## src/rtl/agu_hash_param.sv

```systemverilog
// ---------------------------------------------------------------------------
// agu_hash_param
//
// Parametrised address generation unit for the hash (SHAKE) output buffer.
// Steps an address/bias pair for the sampling controller, between the Keccak
// squeeze controller and the S/E/B buffer RAM address mux.
//
// Step patterns (mode):
//   000 / 010  linear over [0..loop], bias counts passes
//   001        bias counts every step, address advances once per bias cycle
//   011        strided by STRIDE, folded back into [0..loop]
//   100        free-running address modulo 2^ADDR_W
//   101        interleaved: low bias bits are the phase, address moves by
//              2^ILV_LOG2 once per full phase cycle
//   110 / 111  reserved, stepping is a no-op
//
// Optional feature macro: AGU_HASH_PASS_LIMIT_EN
//   When defined, wrap events are counted and generation freezes (done=1)
//   once PASS_LIMIT wraps have occurred. When undefined, done is tied 0.
//
// Ports:
//   clk          clock
//   rst          synchronous active-high reset
//   addr_clr     synchronous clear of address/bias/wrap/pass state
//   add_en       advance one step
//   mode[2:0]    step pattern
//   level[1:0]   security level, selects the loop bound
//   addr_output  buffer address (registered)
//   bias         lane/pass select (registered)
//   wrap         one-cycle pulse after a wrapping step
//   done         sticky pass-limit reached
// ---------------------------------------------------------------------------
module agu_hash_param #(
   parameter int unsigned ADDR_W     = 12,
   parameter int unsigned BIAS_W     = 3,
   parameter int unsigned LOOP_L1    = 1343,
   parameter int unsigned LOOP_L2    = 975,
   parameter int unsigned LOOP_L3    = 639,
   parameter int unsigned ILV_LOG2   = 1,
   parameter int unsigned STRIDE     = 3,
   parameter int unsigned PASS_LIMIT = 8
) (
   input  logic              clk,
   input  logic              rst,
   input  logic              addr_clr,
   input  logic              add_en,
   input  logic [2:0]        mode,
   input  logic [1:0]        level,
   output logic [ADDR_W-1:0] addr_output,
   output logic [BIAS_W-1:0] bias,
   output logic              wrap,
   output logic              done
);

   typedef enum logic [2:0] {
      MODE_S      = 3'b000,
      MODE_EP     = 3'b001,
      MODE_E      = 3'b010,
      MODE_STRIDE = 3'b011,
      MODE_B      = 3'b100,
      MODE_BI     = 3'b101,
      MODE_RSV6   = 3'b110,
      MODE_RSV7   = 3'b111
   } mode_e;

   localparam int unsigned AH_W = ADDR_W - ILV_LOG2;   // interleaved address index width
   localparam int unsigned BH_W = BIAS_W - ILV_LOG2;   // bias bits above the phase

   logic [ADDR_W-1:0] addr_q, addr_d;
   logic [BIAS_W-1:0] bias_q, bias_d;
   logic              wrap_q;
   logic              wrap_evt;
   logic              frozen;

   logic [ADDR_W-1:0] loop;
   mode_e             mode_sel;

   // strided-mode helpers; the sum carries one extra bit so the compare
   // against loop cannot alias when addr sits near the top of the range
   logic [ADDR_W:0]   stride_sum;
   logic [ADDR_W-1:0] stride_fold;

   // interleaved-mode helpers
   logic [AH_W-1:0]     ilv_idx;
   logic [ILV_LOG2-1:0] ilv_phase;
   logic [BH_W-1:0]     ilv_bias_hi;
   logic [BH_W-1:0]     ilv_bias_hi_d;

   // ------------------------------------------------------------------------
   // loop bound from the current level (combinational, so a level change
   // mid-pass is seen by the very next step)
   // ------------------------------------------------------------------------
   always_comb begin
      loop = '0;
      case (level)
         2'b01:   loop = ADDR_W'(LOOP_L1);
         2'b10:   loop = ADDR_W'(LOOP_L2);
         2'b11:   loop = ADDR_W'(LOOP_L3);
         default: loop = '0;
      endcase
   end

   assign mode_sel    = mode_e'(mode);
   assign stride_sum  = {1'b0, addr_q} + (ADDR_W+1)'(STRIDE);
   // s - (loop+1) truncated to ADDR_W bits; modulo arithmetic lets this be
   // formed directly at ADDR_W width
   assign stride_fold = addr_q + ADDR_W'(STRIDE) - loop - ADDR_W'(1);

   assign ilv_idx     = addr_q[ADDR_W-1:ILV_LOG2];
   assign ilv_phase   = bias_q[ILV_LOG2-1:0];
   assign ilv_bias_hi = bias_q[BIAS_W-1:ILV_LOG2];

   // ------------------------------------------------------------------------
   // next-state for address / bias and the wrap event of this step
   // ------------------------------------------------------------------------
   always_comb begin
      addr_d        = addr_q;
      bias_d        = bias_q;
      wrap_evt      = 1'b0;
      ilv_bias_hi_d = ilv_bias_hi;

      if (add_en && !frozen) begin
         case (mode_sel)
            MODE_S, MODE_E: begin
               // >= rather than == so a level lowered mid-pass still wraps
               if (addr_q >= loop) begin
                  addr_d   = '0;
                  bias_d   = bias_q + BIAS_W'(1);
                  wrap_evt = 1'b1;
               end else begin
                  addr_d = addr_q + ADDR_W'(1);
               end
            end

            MODE_EP: begin
               bias_d = bias_q + BIAS_W'(1);
               if (&bias_q) begin
                  if (addr_q >= loop) begin
                     addr_d   = '0;
                     wrap_evt = 1'b1;
                  end else begin
                     addr_d = addr_q + ADDR_W'(1);
                  end
               end
            end

            MODE_STRIDE: begin
               if (stride_sum > {1'b0, loop}) begin
                  addr_d   = stride_fold;
                  bias_d   = bias_q + BIAS_W'(1);
                  wrap_evt = 1'b1;
               end else begin
                  addr_d = stride_sum[ADDR_W-1:0];
               end
            end

            MODE_B: begin
               addr_d   = addr_q + ADDR_W'(1);
               wrap_evt = &addr_q;
            end

            MODE_BI: begin
               // low address bits belong to the lane and are left untouched
               if (&ilv_phase) begin
                  if ({{ILV_LOG2{1'b0}}, ilv_idx} >= loop) begin
                     addr_d        = {{AH_W{1'b0}}, addr_q[ILV_LOG2-1:0]};
                     ilv_bias_hi_d = ilv_bias_hi + BH_W'(1);
                     wrap_evt      = 1'b1;
                  end else begin
                     addr_d = {ilv_idx + AH_W'(1), addr_q[ILV_LOG2-1:0]};
                  end
               end
               bias_d = {ilv_bias_hi_d, ilv_phase + ILV_LOG2'(1)};
            end

            default: begin
               addr_d = addr_q;
               bias_d = bias_q;
            end
         endcase
      end
   end

   // ------------------------------------------------------------------------
   // address / bias / wrap registers
   // ------------------------------------------------------------------------
   always_ff @(posedge clk) begin
      if (rst || addr_clr) begin
         addr_q <= '0;
         bias_q <= '0;
         wrap_q <= 1'b0;
      end else begin
         addr_q <= addr_d;
         bias_q <= bias_d;
         wrap_q <= wrap_evt;
      end
   end

`ifdef AGU_HASH_PASS_LIMIT_EN
   // ------------------------------------------------------------------------
   // pass limiter: counts wrap events, freezes stepping at PASS_LIMIT
   // ------------------------------------------------------------------------
   localparam int unsigned PC_W = $clog2(PASS_LIMIT + 1);

   logic [PC_W-1:0] pass_q, pass_d;
   logic            done_q, done_d;

   assign frozen = done_q;

   always_comb begin
      pass_d = pass_q;
      done_d = done_q;
      // wrap_evt is already gated by frozen, so no count past the limit
      if (wrap_evt) begin
         pass_d = pass_q + PC_W'(1);
         if (pass_d == PC_W'(PASS_LIMIT)) begin
            done_d = 1'b1;
         end
      end
   end

   always_ff @(posedge clk) begin
      if (rst || addr_clr) begin
         pass_q <= '0;
         done_q <= 1'b0;
      end else begin
         pass_q <= pass_d;
         done_q <= done_d;
      end
   end

   assign done = done_q;
`else
   assign frozen = 1'b0;
   assign done   = 1'b0;
`endif

   assign addr_output = addr_q;
   assign bias        = bias_q;
   assign wrap        = wrap_q;

endmodule

```

## config.mk

```make
export PLATFORM = sky130hd
export DESIGN_NAME = agu_hash_param
export DESIGN_NICKNAME = d
export VERILOG_FILES = /design/src/rtl/agu_hash_param.sv
export SDC_FILE = /design/constraint.sdc
export NUM_CORES = 1
export LEC_CHECK = 0
export CAP_MARGIN = 25
export CORE_MARGIN = 4
export CORE_UTILIZATION = 38
export CTS_BUF_LIST = sky130_fd_sc_hd__clkbuf_8
export DETAILED_ROUTE_END_ITERATION = 12
export SYNTH_ARGS = -nofsm -noshare
export SYNTH_HDL_FRONTEND = slang
export SYNTH_SLANG_ARGS = --single-unit
```

## constraint.sdc

```tcl
create_clock -name clk -period 9.9 [get_ports clk]
set_clock_uncertainty 0.05 [all_clocks]
set_input_delay 0.99 -clock clk [delete_from_list [all_inputs] [get_ports clk]]
set_output_delay 0.99 -clock clk [all_outputs]
set_load 0.005 [all_outputs]
```

==> impl_metrics.sql <==
INSERT INTO impl_metrics (metric_group, metric, value, unit) VALUES
('placed_design', 'dp_hpwl', '7800', 'um'),
('die', 'initial_core_util', '0.396', ''),
('yosys', 'synthesis.nets', '474', ''),
('routing', 'detail-route-antenna-nets', '0', ''),
('worst_setup_path', 'largest_driver_fanout_on_the_critical_path', '8', ''),
('die', 'dieHeight', '98.2', 'um'),
('cts', 'ctsRootBufferMaster', 'sky130_fd_sc_hd__clkbuf_8', ''),
('cts', 'cts-htree-levels', '1', ''),
('cts', 'cts_inserted_buffers', '3', ''),
('power_and_ir_drop', 'ir_drop', '0.0403', 'mV'),
('die', 'die_area', '0.00965', 'sq mm'),
('power_and_ir_drop', 'power', '223', 'uW'),
('finish', 'layout_stage_area_growth_over_the_synthesis_result', '11.4', '%'),
('yosys', 'netlist_area', '0.00309', 'sq mm'),
('worst_setup_path', 'r2r-start', 'addr_output[0]$_SDFFE_PP0P_', ''),
('outcome', 'run_status', 'finished, final reports clean', ''),
('worst_setup_path', 'rr_endpoint', 'addr_output[3]$_SDFFE_PP0P_', ''),
('timing', 'report.final.setup_viol', '0', ''),
('yosys', 'ys_seq_elements', '16', ''),
('worst_setup_path', 'reg2reg_setup_slack', '5.43', 'ns'),
('global_routing', 'grt_antenna_before_repair', '0', ''),
('routing', 'post_drt_wl_per_cell', '19.3', 'um'),
('global_routing', 'grt-ovfl-total', '0', ''),
('timing', 'finalHoldWorstSlack', '0.498', 'ns'),
('finish', 'final_nets', '489', ''),
('worst_setup_path', 'path_class', 'input port to register', ''),
('timing', 'finalWorstPathRequiredPeriod', '4.99', 'ns'),
('cts', 'clk_path_buf_depth', '2', ''),
('cts', 'cts.sinks', '16', ''),
('timing', 'unrepaired_setup_endpoints_after_global_routing', 'no', ''),
('routing', 'route.final.wire_length', '10100', 'um'),
('worst_setup_path', 'reg2regPathDepth', '12', ''),
('power_and_ir_drop', 'cellLeakagePower', '1.34', 'nW'),
('placed_design', 'routabilityCongestion', '1.00', ''),
('min_path', 'worst_hold_path_type', 'register to register', ''),
('min_path', 'whs_endpoint', 'bias[2]$_SDFFE_PP0P_', ''),
('finish', 'final_layout_size_suffix_gt1_frac', '0.0355', ''),
('global_routing', 'grt_pass1_vias', '3155', ''),
('die', 'core.rowCount', '32', ''),
('routing', 'detailedRoute.firstPassIterationCount', '5', ''),
('min_path', 'min_delay_path_depth', '2', ''),
('timing', 'tightestPinTransition', '0.810', 'ns'),
('global_routing', 'grt_first_pass_wirelength', '16400', 'um'),
('finish', 'antenna_cells', '0', ''),
('cts', 'cts_setup_buffers', '0', ''),
('cts', 'ctsHoldBuffers', '0', ''),
('yosys', 'syn_area_per_cell', '7.57', 'sq um'),
('routing', 'iteration_0_drc_markers', '242', ''),
('yosys', 'synth-warning-count', '0', ''),
('worst_setup_path', 'crit_required', '10.03', 'ns'),
('yosys', 'synth_flop_cell', 'sky130_fd_sc_hd__dfxtp_1', ''),
('yosys', 'async_reset_ff_frac', '0', ''),
('cts', 'clkLatencyLatePin', '0.26', 'ns'),
('yosys', 'synth.distinct_cells', '63', ''),
('yosys', 'syn_inst', '409', ''),
('cts', 'cts_resized', '0', ''),
('die', 'fp.coreArea', '0.00781', 'sq mm'),
('die', 'io_pins', '26', ''),
('timing', 'fmax', '200', 'MHz'),
('cts', 'worst_setup_hold_path_clk_slew', '0.08', 'ns'),
('worst_setup_path', 'arrival_time_of_data_at_the_critical_path_endpoint', '5.12', 'ns'),
('die', 'die_w', '98.2', 'um'),
('timing', 'finalMaxSlewViolations', '0', ''),
('timing', 'finalCritPeriodShare', '0.504', ''),
('timing', 'setup_tns', '0', 'ns'),
('global_routing', 'largest_net_degree_at_the_start_of_global_routing', '18', ''),
('power_and_ir_drop', 'power_density', '64.8', 'mW/mm^2'),
('worst_setup_path', 'setup.worst_path.end_class', 'register', ''),
('worst_setup_path', 'worst_setup_path_start_kind', 'input port', ''),
('finish', 'fillCellCount', '814', ''),
('yosys', 'seq_area_frac_synth', '0.104', ''),
('timing', 'finalHoldViolations', '0', ''),
('timing', 'slew-limit-headroom', '0.459', ''),
('min_path', 'holdCritStartpoint', 'bias[2]$_SDFFE_PP0P_', ''),
('routing', 'num_vias', '3216', ''),
('routing', 'post-route-drc-count', '0', ''),
('yosys', 'synth-edff-count', '0', ''),
('run', 'max_cap_violations', '0', ''),
('routing', 'vias_per_cell', '6.13', ''),
('placed_design', 'buffer_ports.inserted', '24', ''),
('global_routing', 'grt_usage', '0.207', ''),
('cts', 'cts_tree', 'done', '');
## power by group
part	switching (mW)	internal, mW	leakage [nW]
registers	0.00479	0.0656	0.129
clock network	0.0287	0.0355	0.0288
logic	0.0531	0.0357	1.18
## state kept, by name, summed over array words and instances, names as in the netlist
signal,cells
addr_output,12
bias,3
wrap,1
## through the flow
stage	setup WS, ns	cell area (sq um)	cells	util
finish	4.91	3450	525	0.442
global route	4.64	3450	525	0.442
CTS	4.89	3440	523	0.440
detailed placement	4.63	3380	519	0.433
global placement	4.78	3380	519	0.433
floorplan	5.75	3090	409	-
## placed cells by master, fill, tap and decap left out, types with 3 or more instances in the layout
master	Yosys	routed
sky130_fd_sc_hd__a211o_1	4	4
sky130_fd_sc_hd__a211oi_1	4	4
sky130_fd_sc_hd__a21o_1	6	6
sky130_fd_sc_hd__a21oi_1	23	23
sky130_fd_sc_hd__a22oi_1	3	3
sky130_fd_sc_hd__a311oi_1	4	4
sky130_fd_sc_hd__a31oi_1	3	3
sky130_fd_sc_hd__and3_1	5	5
sky130_fd_sc_hd__clkbuf_8	0	4
sky130_fd_sc_hd__clkdlybuf4s50_1	0	24
sky130_fd_sc_hd__dfxtp_1	16	16
sky130_fd_sc_hd__fa_1	6	6
sky130_fd_sc_hd__ha_1	50	50
sky130_fd_sc_hd__inv_1	26	26
sky130_fd_sc_hd__mux2i_1	8	8
sky130_fd_sc_hd__nand2_1	37	37
sky130_fd_sc_hd__nand2b_1	5	5
sky130_fd_sc_hd__nand3_1	15	15
sky130_fd_sc_hd__nand4_1	3	3
sky130_fd_sc_hd__nor2_1	40	40
sky130_fd_sc_hd__nor2b_1	5	5
sky130_fd_sc_hd__nor3_1	10	10
sky130_fd_sc_hd__o2111ai_1	3	3
sky130_fd_sc_hd__o211ai_1	6	6
sky130_fd_sc_hd__o21a_1	5	5
sky130_fd_sc_hd__o21ai_0	24	24
sky130_fd_sc_hd__o21ai_1	5	5
sky130_fd_sc_hd__o221ai_1	3	3
sky130_fd_sc_hd__o22ai_1	4	4
sky130_fd_sc_hd__o31ai_1	4	4
sky130_fd_sc_hd__xnor2_1	20	20
sky130_fd_sc_hd__xor2_1	7	7
## cell type report
cell class / count / area [sq um] / share of cell area
inverters: 27 / 101 / 0.0294
repair buffers: 26 / 253 / 0.0733
well taps: 102 / 128 / 0.0370
flip-flops and latches: 16 / 320 / 0.0929
multi-input cells: 350 / 2590 / 0.751
clock buffers: 4 / 55.1 / 0.0160
## cells in the mapped netlist, types with 5 or more instances
cell type	number	area [sq um]
sky130_fd_sc_hd__o211ai_1	6	45.0
sky130_fd_sc_hd__a21oi_1	23	115
sky130_fd_sc_hd__buf_4	5	37.5
sky130_fd_sc_hd__nor3_1	10	50.1
sky130_fd_sc_hd__clkbuf_1	9	33.8
sky130_fd_sc_hd__inv_1	26	97.6
sky130_fd_sc_hd__nor2_1	40	150
sky130_fd_sc_hd__xnor2_1	20	175
sky130_fd_sc_hd__fa_1	6	120
sky130_fd_sc_hd__nand3_1	15	75.1
sky130_fd_sc_hd__nor2b_1	5	31.3
sky130_fd_sc_hd__nand2b_1	5	31.3
sky130_fd_sc_hd__and3_1	5	31.3
sky130_fd_sc_hd__a21o_1	6	45.0
sky130_fd_sc_hd__xor2_1	7	61.3
sky130_fd_sc_hd__o21a_1	5	37.5
sky130_fd_sc_hd__o21ai_1	5	25.0
sky130_fd_sc_hd__nand2_1	37	139
sky130_fd_sc_hd__o21ai_0	24	120
sky130_fd_sc_hd__ha_1	50	626
sky130_fd_sc_hd__dfxtp_1	16	320
sky130_fd_sc_hd__mux2i_1	8	80.1
## worst max-delay path: stages
cell and delay [ns]:
sky130_fd_sc_hd__clkdlybuf4s50_1 0.47, sky130_fd_sc_hd__inv_1 0.23, sky130_fd_sc_hd__ha_1 0.43, sky130_fd_sc_hd__inv_1 0.22, sky130_fd_sc_hd__ha_1 0.36, sky130_fd_sc_hd__inv_1 0.05
sky130_fd_sc_hd__ha_1 0.20, sky130_fd_sc_hd__fa_1 0.40, sky130_fd_sc_hd__nor2b_1 0.16, sky130_fd_sc_hd__o2111ai_1 0.18, sky130_fd_sc_hd__nand3_1 0.14, sky130_fd_sc_hd__o41ai_1 0.54
sky130_fd_sc_hd__nor2b_1 0.14, sky130_fd_sc_hd__mux2i_1 0.15, sky130_fd_sc_hd__a211o_1 0.27, sky130_fd_sc_hd__a311oi_1 0.19
## kinds of logic after synthesis
kind of cell | share of synthesized area
simple gates | 0.207
compound gates | 0.279
fa+ha+maj | 0.241
buf+inv | 0.0590
xor+xnor | 0.0764
flops | 0.104
mux | 0.0332
other cells | 0.00121
## how the worst max path moves through the flow
stage / startpoint / end / slack (ns) / depth (start not counted)
5_1_grt: level[0] / addr_output[11]$_SDFFE_PP0P_ / 4.64 / 16
3_3_place_gp: level[0] / addr_output[11]$_SDFFE_PP0P_ / 4.78 / 13
3_5_place_dp: level[0] / addr_output[3]$_SDFFE_PP0P_ / 4.63 / 14
6_report: level[0] / addr_output[11]$_SDFFE_PP0P_ / 4.91 / 16
2_1_floorplan: level[0] / addr_output[11]$_SDFFE_PP0P_ / 5.75 / 15
4_1_cts: level[0] / addr_output[3]$_SDFFE_PP0P_ / 4.89 / 14
## layer usage
layer / global-route usage / wire, um / vias to the layer above
met5: 0 / 0 / -
met4: 0.0735 / 295 / 0
met3: 0.0193 / 592 / 20
met2: 0.336 / 4570 / 147
met1: 0.285 / 4670 / 1500
li1: - / - / 1549
Power figures use the tool's default switching activity.
==> RTL edit 1, RTL diff (same flow settings) <==
Add a define of `AGU_HASH_PASS_LIMIT_EN`.
--- a/src/rtl/agu_hash_param.sv
+++ b/src/rtl/agu_hash_param.sv
@@ -30,6 +30,8 @@
 //   wrap         one-cycle pulse after a wrapping step
 //   done         sticky pass-limit reached
 // ---------------------------------------------------------------------------
+`define AGU_HASH_PASS_LIMIT_EN
+
 module agu_hash_param #(
    parameter int unsigned ADDR_W     = 12,
    parameter int unsigned BIAS_W     = 3,
Formal check against the unedited RTL: not equivalent (a bounded check fails within 10 cycles, from zero or initial values).
==> RTL edit 1 against the unedited design <==
  * Fmax barely moved
  * Sequential cell count rose by 5
  * Worst setup slack improved by 0.0043 ns
  * Design area rose by 4.6%
  * Area after synthesis rose by 4.0%
  * Critical path depth shrank 2
  * Wire length is 4.6% lower
  * Clock power fell by 7.6%
  * Global-route usage decreased by 1.4 points
  * Sequential share of layout area increased by 2.4 points
  * Combinational power rose by 4.4%
  * Power is 8.7% higher
  * Highest routed layer unchanged
==> RTL edit 1: results (changes against the unedited design) <==
The run finished with clean final reports. Grouping stages by cell kind, the critical path spends the most delay in compound AO/OA/AOI/OAI gates. The half-perimeter wire length after placement came out at 7.678 mm (-1.5%). The fraction of met1 tracks used by global routing came out at 26.71% (-1.8 points).

The post-route met1 wirelength came out at 4.492 mm (-3.8%). On the critical path, the stage with the largest delay is an instance of nor3_1. The net count after synthesis is 479 (+1.1%).

The aggregate global-route resource usage is 19.25% (-1.4 points). The wire length on met2 is 4.363 mm (-4.5%). The post-synthesis share of cell area spent on xor and xnor gates came out at 5.173% (-2.5 points). The global placement routability congestion is 0.9224 (-7.9%). The total number of nets in the final design was 501 (+2.5%).

The share of post-route cells with drive strength above 1 was 6.944% (+3.4 points). Ranked by instance count, the synthesized netlist is headed by ha_1, nand2_1, nor2_1. The endpoint of the most critical setup path is addr_output[4]$_SDFFE_PP0P_. Sorting the synthesized cells by area gives the leading types as ha_1, dfxtp_1, nand2_1. The worst max-slew margin expressed relative to the limit is 44.70% (-1.2 points).

The capture endpoint of the worst hold path is pass_q[3]$_SDFFE_PP0P_. The complex-gate fraction of the synthesized area is 28.74% (+0.88 points). The data arrival time of the worst path came out at 5.10 ns (-0.02 ns).

The startpoint identified for the worst hold timing path is pass_q[3]$_SDFFE_PP0P_. The largest net degree at the start of global routing is 16 (-2). The final routed wire length divided by cell count came to 17.99 um (-6.8%). The count of distinct cell types in the synthesized netlist is 75 (+19%).

The number of global-route vias before repair came out at 3,041 (-3.6%). The ratio of routed vias to standard cells came out at 5.987 (-2.3%). The post-synthesis share of cell area spent on full adders, half adders and majority gates came to 24.58% (+0.48 points).

The final worst-path setup slack is 4.914 ns (+0.004350 ns). The filler cell count in the final layout was 821 (+0.86%). The global-route wire length before repair came to 15.45 mm (-5.7%). The share of the yosys chip area belonging to registers is 13.07% (+2.7 points).

The placement-stage worst setup slack is 4.438 ns (-0.1908 ns). The cell count of the worst reg-to-reg path is 13 (+1). The sequential logic power was 90.8 uW (+29%).

The proportion of total power due to net switching is 37.91% (-0.87 points). The cell leakage power came out at 0.001475 uW (+10%). The count of buffers from port buffering is 25 (+4.2%).
RTL edit 1: cell count changes in the layout (fill, tap and decap cells not counted), moves of 4 or more:
cell / delta
o221a_2: +4
a21oi_1: +5
mux2i_1: -5
dfxtp_1: +5
nand2b_1: -4
xnor2_1: -9
a31oi_1: +4
RTL edit 1: area by class of cell:
type	count	share of cell area, %
multi-input combinational	351	72.97
timing repair buffer	28	7.564
tap	105	3.643
sequential	21	11.66
clock inverter	1	0.1041
inverter	28	2.915
clock buffer	3	1.145
RTL edit 1: per-stage QoR:
stage	total power [uW]	hold slack, ns	util, %	cells	instance area (um^2)
2_1_floorplan	153.8	0.4030	-	411	3217
3_3_place_gp	181.8	0.4223	43.16	531	3546
3_5_place_dp	183.0	0.4300	43.16	531	3546
4_1_cts	242.5	0.4477	43.70	535	3591
5_1_grt	257.4	0.4943	43.89	537	3606
6_report	242.7	0.4427	43.89	537	3606
==> RTL edit 2, RTL diff (same flow settings) <==
Made on the original files. Put one more register stage on the output `addr_output`, without a reset. The value now appears one clock later. The other outputs are not delayed to match. Comments in the files are not updated.
--- a/src/rtl/agu_hash_param.sv
+++ b/src/rtl/agu_hash_param.sv
@@ -235,7 +235,9 @@
    assign done   = 1'b0;
 `endif
 
-   assign addr_output = addr_q;
+   always_ff @(posedge clk) begin
+      addr_output <= addr_q;
+   end
    assign bias        = bias_q;
    assign wrap        = wrap_q;
 
Formal check against the unedited RTL: not equivalent (a bounded check fails within 4 cycles, from zero or initial values).
==> RTL edit 2 against the unedited design <==
  * Wire length grew 9.5%
  * Worst setup slack gained 0.39 ns
  * Die area grew 15%
  * Critical path depth shrank 1
  * Design area grew 15%
  * Clock power grew 23%
  * Power grew 28%
  * Global-route usage shrank 0.79 points
  * Area after synthesis grew 16%
  * Count of clock-buffer cells in the layout is the same
  * Sequential cell count grew 12
  * Largest cell class unchanged
==> RTL edit 2: results (changes against the unedited design) <==
The source of the worst hold timing path is bias[2]$_SDFFE_PP0P_. The global-route wire length before repair is 17.91 mm (+9.3%). The largest individual stage delay along the critical path comes from the cell or4b_1. The peak clock frequency supported by timing is 217.2 MHz (+8.4%). The aggregate global-route resource usage is 19.88% (-0.79 points). In the synthesized netlist the dominant register cell turns out to be dfxtp_1. The multi-input combinational gate total is 378 (+8.0%). The final routed wire length divided by cell count was 18.83 um (-2.4%).

The share of the yosys chip area belonging to registers is 15.59% (+5.2 points). The count of distinct cell types in the synthesized netlist was 81 (+29%). The core area came to 9240 um^2 (+18%). The worst register-to-register path begins at addr_q[0]$_SDFFE_PP0P_. The cell area after placement came out at 3886 um^2 (+15%). The share of the final layout cell area in sequential cells is 14.18% (+4.9 points). The endpoint identified for the worst register-to-register timing path is addr_q[7]$_SDFFE_PP0P_. The cell leakage power is 0.001510 uW (+13%).

The sequential cell count of the final layout came out at 28 (+12). The violation count after the first detailed-routing iteration is 350 (+45%). The power per cell area is 72.47 nW/um^2 (+12%).

The share of final layout cell area taken by clock buffers and inverters came out at 1.392% (-0.20 points). The number of global-route vias before repair came out at 3,380 (+7.1%). The setup slack on the worst flop-to-flop path is 5.33 ns (-0.10 ns). The critical path ends at addr_q[11]$_SDFFE_PP0P_. The maximum single-stage delay on the critical path came out at 0.50 ns (-0.04 ns). The global placement routability congestion is 0.9321 (-6.9%). The hold slack is 0.4716 ns (-0.02631 ns). The net count after synthesis was 517 (+9.1%). By count the netlist is led by ha_1, nand2_1, nor2_1. The count of placed standard cells in the final layout, fillers left out came to 589 (+12%). The placement-stage worst setup slack is 4.877 ns (+0.2481 ns). The proportion of total power due to net switching is 35.62% (-3.2 points). The peak ir drop on the vdd network came out at 58.11 uV (+44%). The clock latency at the later pin of the worst-skew pair is 0.29 ns (+0.03 ns). The layout buffering overhead excluding clock cells came to 6.582% (-0.75 points). The share of post-route cells with drive strength above 1 came out at 7.826% (+4.3 points). The power consumed by combinational cells is 88.9 uW (about the same). The logic gate share of total power came out at 31.0% (-8.8 points). The overall via count from detail_route is 3,522 (+9.5%).

The total number of nets in the final design came out at 526 (+7.6%). The power share of the clock group was 27.5% (-1.2 points). In the post-synthesis netlist, the biggest area contributors are ha_1, dfxtp_1, nand3_1. The run finished with clean final reports. The worst max-slew margin expressed relative to the limit is 52.20% (+6.3 points). The count of mapped cells out of synthesis is 452 (+11%). The clock slew seen by the registers of the worst setup and hold paths came out at 0.11 ns (+0.03 ns). The filler cell count in the final layout came out at 959 (+18%).

The half-perimeter wire length after placement came out at 8.518 mm (+9.3%).
RTL edit 2: cell families (layout without fill, tap and decap cells):
kind of cell | count (synthesis) | after routing | share of synthesized area, %
buffers and inverters | 46 | 54 | 5.706
XOR/XNOR | 19 | 19 | 4.628
adder cells (fa/ha/maj) | 56 | 56 | 20.74
flip-flops | 28 | 28 | 15.59
AO/OA/AOI/OAI | 138 | 138 | 29.23
AND/OR/NAND/NOR | 161 | 161 | 23.03
multiplexers | 3 | 3 | 0.9742
other | 1 | 1 | 0.1043
RTL edit 2: per-layer routing:
| layer | global-route usage, % | vias to the layer above | wire length [um] |
|---|---|---|---|
| met1 | 26.87 | 1640 | 4948 |
| met3 | 3.246 | 24 | 798 |
| met2 | 32.42 | 148 | 5043 |
| met4 | 5.998 | 0 | 299 |
| met5 | 0 | - | 0 |
| li1 | - | 1710 | - |
